<file path="src/rtl/mem_stage_ctrl.sv">
// mem_stage_ctrl: MEM-stage data-memory handshake FSM (IDLE/REQ/DONE); REQ timeout built only with `MEM_TIMEOUT_EN.
// Latency: one access cycle plus one cycle per REQ cycle until ack. Backpressure: stall_o holds the pipeline while memory withholds dmem_ack_i.
module mem_stage_ctrl #(
  parameter int          TIMEOUT_CYCLES = 16,
  parameter logic [31:0] ERR_RDATA      = 32'h0000_0000
) (
  input  logic        clk_i,
  input  logic        rst_n_i,
  input  logic        memread_i,
  input  logic        memwrite_i,
  input  logic [31:0] addr_i,
  input  logic [31:0] wdata_i,
  output logic        dmem_req_o,
  output logic        dmem_we_o,
  output logic [31:0] dmem_addr_o,
  output logic [31:0] dmem_wdata_o,
  input  logic        dmem_ack_i,
  input  logic [31:0] dmem_rdata_i,
  output logic [31:0] rdata_o,
  output logic        stall_o,
  output logic        timeout_err_o
);

  typedef enum logic [1:0] {
    IDLE = 2'd0,
    REQ  = 2'd1,
    DONE = 2'd2
  } state_t;

  state_t state_q;
  logic   access;

  assign access = memread_i | memwrite_i;

  // The access cycle itself must stall so EX/MEM holds the operands until DONE.
  assign stall_o = ((state_q == IDLE) && access) || (state_q == REQ);

`ifdef MEM_TIMEOUT_EN
  localparam logic [7:0] CNT_LAST = 8'(TIMEOUT_CYCLES - 1);

  logic [7:0] cnt_q;
  logic       timeout_err_q;

  assign timeout_err_o = timeout_err_q;
`else
  logic unused_cfg;

  assign timeout_err_o = 1'b0;
  assign unused_cfg    = ^{ERR_RDATA, 8'(TIMEOUT_CYCLES)};
`endif

  always_ff @(posedge clk_i or negedge rst_n_i) begin
    if (!rst_n_i) begin
      state_q       <= IDLE;
      dmem_req_o    <= 1'b0;
      dmem_we_o     <= 1'b0;
      dmem_addr_o   <= 32'h0;
      dmem_wdata_o  <= 32'h0;
      rdata_o       <= 32'h0;
`ifdef MEM_TIMEOUT_EN
      cnt_q         <= 8'h0;
      timeout_err_q <= 1'b0;
`endif
    end else begin
      case (state_q)
        IDLE: begin
          if (access) begin
            state_q      <= REQ;
            dmem_req_o   <= 1'b1;
            // read+write together resolves to a write
            dmem_we_o    <= memwrite_i;
            dmem_addr_o  <= addr_i;
            dmem_wdata_o <= wdata_i;
`ifdef MEM_TIMEOUT_EN
            cnt_q        <= 8'h0;
`endif
          end
        end
        REQ: begin
`ifdef MEM_TIMEOUT_EN
          cnt_q <= cnt_q + 8'd1;
`endif
          if (dmem_ack_i) begin
            if (!dmem_we_o) rdata_o <= dmem_rdata_i;
            dmem_req_o <= 1'b0;
            state_q    <= DONE;
          end
`ifdef MEM_TIMEOUT_EN
          // A same-cycle ack takes the branch above, so expiry never overrides it.
          else if (cnt_q == CNT_LAST) begin
            if (!dmem_we_o) rdata_o <= ERR_RDATA;
            timeout_err_q <= 1'b1;
            dmem_req_o    <= 1'b0;
            state_q       <= DONE;
          end
`endif
        end
        DONE: begin
          state_q <= IDLE;
        end
        default: begin
          state_q    <= IDLE;
          dmem_req_o <= 1'b0;
        end
      endcase
    end
  end

endmodule

</file>
<file path="config.mk">
export PLATFORM = sky130hd
export DESIGN_NAME = mem_stage_ctrl
export DESIGN_NICKNAME = d
export VERILOG_FILES = /design/src/rtl/mem_stage_ctrl.sv
export SDC_FILE = /design/constraint.sdc
export NUM_CORES = 1
export LEC_CHECK = 0
export CORE_ASPECT_RATIO = 1.4
export CORE_UTILIZATION = 25
export CTS_CLUSTER_SIZE = 20
export DETAILED_ROUTE_END_ITERATION = 10
export HOLD_SLACK_MARGIN = 0.08
export PLACE_DENSITY = 0.53
export SYNTH_ARGS = -nofsm -noshare
export SYNTH_HDL_FRONTEND = slang
export SYNTH_SLANG_ARGS = --single-unit
</file>
<file path="constraint.sdc">
create_clock -name clk_i -period 3.5 [get_ports clk_i]
set_clock_uncertainty 0.1 [all_clocks]
set_input_delay 1.05 -clock clk_i [delete_from_list [all_inputs] [get_ports clk_i]]
set_output_delay 1.05 -clock clk_i [all_outputs]
set_load 0.01 [all_outputs]
</file>
Yosys cells after proc, flatten, opt, wreduce, memory -nomap -nowiden
Cells that the tools add are included.

word-level totals
  register bits = 100
  bits of input ports = 101
  output and inout bits = 100
  word-level logic and storage cells = 26

cells by class
  equality and inequality tests = 4
  multiplexer cells = 6
  bitwise operators = 3
  reduce and logical (&&, ||, !) cells = 7

operator list
  cell                  number
  $reduce_and A3 Y1     2
  $mux W2               2
  $ne A2 B2 Y1 const B  2
  $pmux W2 S2           1
  $reduce_and A2 Y1     2
  $pmux W1 S3           1
  $eq A2 B1 Y1 const B  1
  $eq A2 B2 Y1 const B  1
  $logic_not A2 Y1      1
  $mux W1               2
  $not A1 Y1            2
  $logic_and A1 B1 Y1   1
  $logic_or A1 B1 Y1    1
  $or A1 B1 Y1          1

Logic depth before layout (Yosys ltp)
Gate-level depths: netlist of run 1.

  depth after elaboration = 3
  mapped depth = 5
  depth with buffers taken out = 3

Worst setup path before layout of run 1
No wires, ideal clock.

  kind = input to output
  start point = input port memwrite_i
  end point = output port stall_o
  arrival = 1.349 ns
  required time = 2.350 ns
  setup slack = 1.001 ns
  stages on the path = 2
  buffers on the path = 0
  cell sequence = nor3_1 > nor2_1

on the way
  word-level cells in the longest chain between the ends = 3

RTL lines
  item                 line  RTL
  start: declaration   10    input logic memwrite_i,
  $or A1 B1 Y1         33    assign access = memread_i | memwrite_i;
  $logic_and A1 B1 Y1  36    assign stall_o = ((state_q == IDLE) && access) || (state_q == REQ);
  $logic_or A1 B1 Y1   36
  end: declaration     20    output logic stall_o,

Every way passes these cells.

Worst setup path in the final report of run 1
Ends and elaborated chain as after synthesis.

==> results.sh, run 1 <==
export IMPL_hold_viol=0
export IMPL_clk_pin_slew_ps=60
export IMPL_gp_congestion=0.657
export IMPL_via_per_inst=4.15
export IMPL_clkLatencyLatePin_ps=330
export IMPL_grt_max_degree=66
export IMPL_slew_headroom=0.650
export IMPL_final_cell_area_mm2=0.00638
export IMPL_diodes=0
export IMPL_setup_violations=0
export IMPL_power_density_mw_per_mm2=865
export IMPL_dr_pass1_iters=4
export IMPL_wire_per_inst_um=15.5
export IMPL_hp_class="register to register"
export IMPL_cp_end_kind="output pin"
export IMPL_netlist_instances=221
export IMPL_min_period_over_period=0.880
export IMPL_fin_crit_ps=3080
export IMPL_cts_path_max_buffers=2
export IMPL_core_area_mm2=0.0152
export IMPL_start_kind="primary input"
export IMPL_drive_above_1_share=0.278
export IMPL_cp_required_ps=2350
export IMPL_grt_pass1_vias=2879
export IMPL_yosysSeqAreaShare=0.637
export IMPL_layout_nets=524
export IMPL_rows=53
export IMPL_cts_root_buf="clkbuf_16"
export IMPL_postSynthAreaPerCell_um2=17.8
export IMPL_met2_length_um=5140
export IMPL_io_buffers=199
export IMPL_topRoutingLayerUsed="met4"
export IMPL_htree_levels=3
export IMPL_synth_seq_cells=100
export IMPL_antenna_found_initial=0
export IMPL_syn_area_mm2=0.00393
export IMPL_die_width_um=108
export IMPL_yosys_warnings=0
export IMPL_cts_tree="done"
export IMPL_cts_buffers=9
export IMPL_drv_slew=0
export IMPL_drtIter0Drc=36
export IMPL_yosysUniqueCellTypes=18
export IMPL_grt_use_total=0.121
export IMPL_cp_arrival_ps=1930
export IMPL_syn_to_final_growth_pct=62.3
export IMPL_tightest_slew_ps=526
export IMPL_placed_area_mm2=0.00608
export IMPL_clock_fmax_ghz=0.325
export IMPL_vias=2574
export IMPL_final_setup_tns_ps=0
export IMPL_dp_hpwl_um=7090
export IMPL_status="completed"
export IMPL_met3WireLength_um=790
export IMPL_die_h_um=150
export IMPL_cap_violations=0
export IMPL_utilization=0.420
export IMPL_initial_core_util=0.259
export IMPL_final_common_cell="clkdlybuf4s50_1"
export IMPL_path_max_fanout=3
export IMPL_grt_overflow_total=0
export IMPL_cts_sinks=100
export IMPL_die_area_mm2=0.0162
export IMPL_wl_met1_um=3480
export IMPL_rsz0062_at_grt="false"
export IMPL_wirelength_um=9590
export IMPL_path_class="primary input to output pin"
export IMPL_synth_fp_nets=322
export IMPL_p_leak_nw=2.62
export IMPL_dp_cells=604
export IMPL_final_cell_mix="clkdlybuf4s50_1 (197), dfrtp_1 (100), mux2_2 (66)"
export IMPL_peakVddDrop_v=0.000404
export IMPL_fin_cells=620
export IMPL_grt_pass1_wl_um=15000
export IMPL_ios=201
export IMPL_route_detailed_drc=0
export IMPL_final_antenna_net_count=0
[flip-flops by register name, indices dropped and copies added (netlist names)]
name          cells
state_q           2
dmem_req_o        1
dmem_wdata_o     32
rdata_o          32
dmem_addr_o      32
dmem_we_o         1
[kinds of logic after synthesis]
logic type             after synthesis  synth area share
other                                1          0.000954
flip-flops                         100             0.637
buffers and inverters               12            0.0376
AND/OR/NAND/NOR                      8            0.0124
multiplexers                        96             0.304
AO/OA/AOI/OAI                        4           0.00828
[cells in the mapped netlist]
library cell | count | share of area
nor2_1 | 3 | 0.0029
nor2b_1 | 1 | 0.0016
buf_2 | 1 | 0.0013
and3b_1 | 1 | 0.0022
mux2_4 | 30 | 0.11
nor2b_4 | 1 | 0.0035
a22o_1 | 1 | 0.0022
conb_1 | 1 | 0.00095
mux2_2 | 66 | 0.19
nand2_1 | 1 | 0.00095
buf_4 | 2 | 0.0038
nor3_1 | 1 | 0.0013
o21a_1 | 1 | 0.0019
a211o_1 | 1 | 0.0022
a211oi_1 | 1 | 0.0019
dfrtp_1 | 100 | 0.64
buf_6 | 6 | 0.017
buf_12 | 3 | 0.015
[metrics by stage]
| step | setup slack [ps] | power, mW | hold slack (ps) |
|---|---|---|---|
| 6_report | 419 | 5.52 | 405 |
| 5_1_grt | 344 | 5.86 | 418 |
| 4_1_cts | 62.1 | 5.63 | 408 |
| 3_5_place_dp | 69.0 | 4.63 | 394 |
| 3_3_place_gp | 61.2 | 4.59 | 388 |
| 2_1_floorplan | 1000 | 3.18 | 364 |
[where the power goes]
part	leakage [nW]	internal, mW	switching, mW
Sequential	1.17	1.73	0.302
Combinational	1.31	1.67	0.853
Clock	0.139	0.526	0.432
Total	2.62	3.93	1.59
[timing repair]
item                                    in CTS  in global routing
hold buffers                                 0                  0
resized for setup                            0                  2
endpoints found under the setup margin       0                  1
buffers inserted                             0                  0
[critical path, stage by stage]
cell and delay, ps:
clkdlybuf4s50_1 460, nor3_2 200, nor2_1 50, dlymetal6s2s_1 170
[worst paths after layout]
| check | cells after the start | from | slack (ps) | end |
|---|---|---|---|---|
| worst max-delay path | 4 | memwrite_i | 420 | stall_o |
| worst min-delay path | 1 | rdata_o[0] | 410 | rdata_o[0] |
| worst max register to register | 4 | state_q[0] | 1750 | dmem_wdata_o[10] |
| worst min register to register | 1 | rdata_o[0] | 410 | rdata_o[0] |
| max in group asynchronous | 2 | rst_n_i | 2050 | dmem_addr_o[2] |
| min in group asynchronous | 1 | rst_n_i | 590 | rdata_o[4] |
[layout make-up]
cell class	instances	area (um^2)
fillers	1462	8810
repair buffers	203	2060
clock inverters	4	33.8
well taps	192	240
multi-input cells	109	1280
flip-flops and latches	100	2500
clock buffers	12	256
[layer usage]
layer  GRT usage  vias up
met3      0.0442       12
met5           0        -
li1            -     1179
met4      0.0493        0
met2       0.214      112
met1       0.129     1271
(Power assumes the default switching activity.)
==> run 2: changes to the inputs <==
- CORE_UTILIZATION: 25 -> 30
- PLACE_DENSITY: 0.53 -> 0.61
==> run 2 against run 1 <==
- via count rose by 1.4%
- sequential power barely moved
- largest cell class unchanged
- global-route usage rose by 1.8 points
- sequential share of layout area rose by 0.12 points
==> results.sh, run 2 (synthesized netlist as in run 1, its figures left out) <==
export IMPL_core_area_mm2=0.0128
export IMPL_path_class="primary input to output pin"
export IMPL_vias=2610
export IMPL_cap_violations=0
export IMPL_final_cell_area_mm2=0.00636
export IMPL_power_density_mw_per_mm2=888
export IMPL_p_leak_nw=2.63
export IMPL_rsz0062_at_grt="false"
export IMPL_start_kind="primary input"
export IMPL_die_width_um=98.7
export IMPL_power_net_switching_mw=1.61
export IMPL_grt_use_total=0.139
export IMPL_cts_resized=0
export IMPL_grt_max_degree=66
export IMPL_final_antenna_net_count=0
export IMPL_final_setup_tns_ps=0
export IMPL_worstReg2RegStart="state_q[1]"
export IMPL_r2r_end="rdata_o[29]"
export IMPL_tightest_slew_ps=611
export IMPL_slew_headroom=0.593
export IMPL_peakVddDrop_v=0.000473
export IMPL_die_area_mm2=0.0136
export IMPL_clk_pin_slew_ps=60
export IMPL_rows=49
export IMPL_initial_core_util=0.307
export IMPL_drive_above_1_share=0.278
export IMPL_intPower_mw=4.04
export IMPL_via_per_inst=4.49
export IMPL_min_path_cells=1
export IMPL_cp_end_kind="output pin"
export IMPL_cts_buffers=9
export IMPL_cts_tree="done"
export IMPL_cts_sinks=100
export IMPL_path_max_fanout=3
export IMPL_dp_hpwl_um=6910
export IMPL_antenna_found_initial=0
export IMPL_route_detailed_drc=0
export IMPL_drtIter0Drc=58
export IMPL_min_period_over_period=0.981
export IMPL_dr_pass1_iters=4
export IMPL_wire_per_inst_um=16.3
export IMPL_power_frac_comb=0.448
export IMPL_swShare=0.285
export IMPL_layout_nets=524
export IMPL_die_h_um=137
export IMPL_reg2regPathDepth=4
export IMPL_status="completed"
export IMPL_grt_overflow_total=0
export IMPL_gp_congestion=0.680
export IMPL_pwr_share_seq=0.360
export IMPL_clock_fmax_ghz=0.291
export IMPL_cts_root_buf="clkbuf_16"
export IMPL_htree_levels=3
export IMPL_fin_cells=581
export IMPL_power_mw=5.65
export IMPL_io_buffers=199
export IMPL_setup_violations=0
export IMPL_diodes=0
export IMPL_drv_slew=0
export IMPL_largestRegisters="dmem_addr_o x32, dmem_wdata_o x32, rdata_o x32"
export IMPL_cts_path_max_buffers=2
export IMPL_clkPwrFrac=0.192
export IMPL_min_to="dmem_wdata_o[24]"
export IMPL_r2r_setup_slack_ps=1650
export IMPL_hold_viol=0
export IMPL_clkLatencyLatePin_ps=340
export IMPL_cp_arrival_ps=2280
export IMPL_fin_crit_ps=3430
export IMPL_hp_class="register to register"
export IMPL_dp_cells=565
export IMPL_grt_pass1_wl_um=14400
export IMPL_ios=201
export IMPL_final_common_cell="clkdlybuf4s50_1"
export IMPL_min_from="dmem_wdata_o[24]"
export IMPL_grt_pass1_vias=2809
export IMPL_placed_area_mm2=0.00603
export IMPL_wirelength_um=9450
export IMPL_cp_required_ps=2350
export IMPL_syn_to_final_growth_pct=61.8
export IMPL_final_cell_mix="clkdlybuf4s50_1 (198), dfrtp_1 (100), mux2_2 (66)"
export IMPL_whs_ps=405
export IMPL_post_cts_buffers=0
export IMPL_ctsHoldBuffers=0
-- run 2: through the flow --
stage,worst slack [ps],util
floorplan,1000,-
global placement,69.2,0.471
detailed placement,22.6,0.471
CTS,14.0,0.496
global route,46.5,0.496
finish,65.6,0.496
-- run 2: worst max path at each step --
stage / to / cells past startpoint / start
global route: stall_o / 4 / memwrite_i
global placement: stall_o / 4 / memwrite_i
CTS: stall_o / 4 / memwrite_i
finish: stall_o / 4 / memwrite_i
detailed placement: stall_o / 4 / memwrite_i
floorplan: stall_o / 2 / memwrite_i
-- run 2: power by group through the flow --
stage	sequential [mW]	clock, mW	combinational [mW]
after floorplan	2.31	0	0.869
after global placement	2.04	0	2.53
after detailed placement	2.06	0	2.56
after CTS	2.04	1.11	2.57
after global routing	2.11	1.15	2.69
final	2.03	1.08	2.53
-- run 2: cell type report --
type / instances / area [um^2]
timing repair buffer: 203 / 2060
clock buffer: 10 / 229
sequential: 100 / 2500
fill: 1132 / 6450
tap: 153 / 191
multi-input combinational: 109 / 1280
clock inverter: 6 / 93.8
-- run 2: worst max-delay path, stage by stage --
cell	delay, ps
clkdlybuf4s50_1	520
nor3_2	70
nor2_1	100
clkdlybuf4s50_1	540
-- run 2: layer usage --
| metal | vias up | wire length, um | track usage | part of all wire |
|---|---|---|---|---|
| met5 | - | 0 | 0 | 0 |
| met4 | 0 | 198 | 0.0721 | 0.021 |
| met3 | 12 | 737 | 0.0426 | 0.078 |
| met2 | 120 | 4790 | 0.234 | 0.51 |
| met1 | 1306 | 3730 | 0.160 | 0.39 |
| li1 | 1172 | - | - | - |
==> run 3: changes to the inputs <==
- CTS_CLUSTER_DIAMETER: unset -> 80
==> results of run 3 <==
The final DEF is identical to that of run 2; final timing and power are the same.
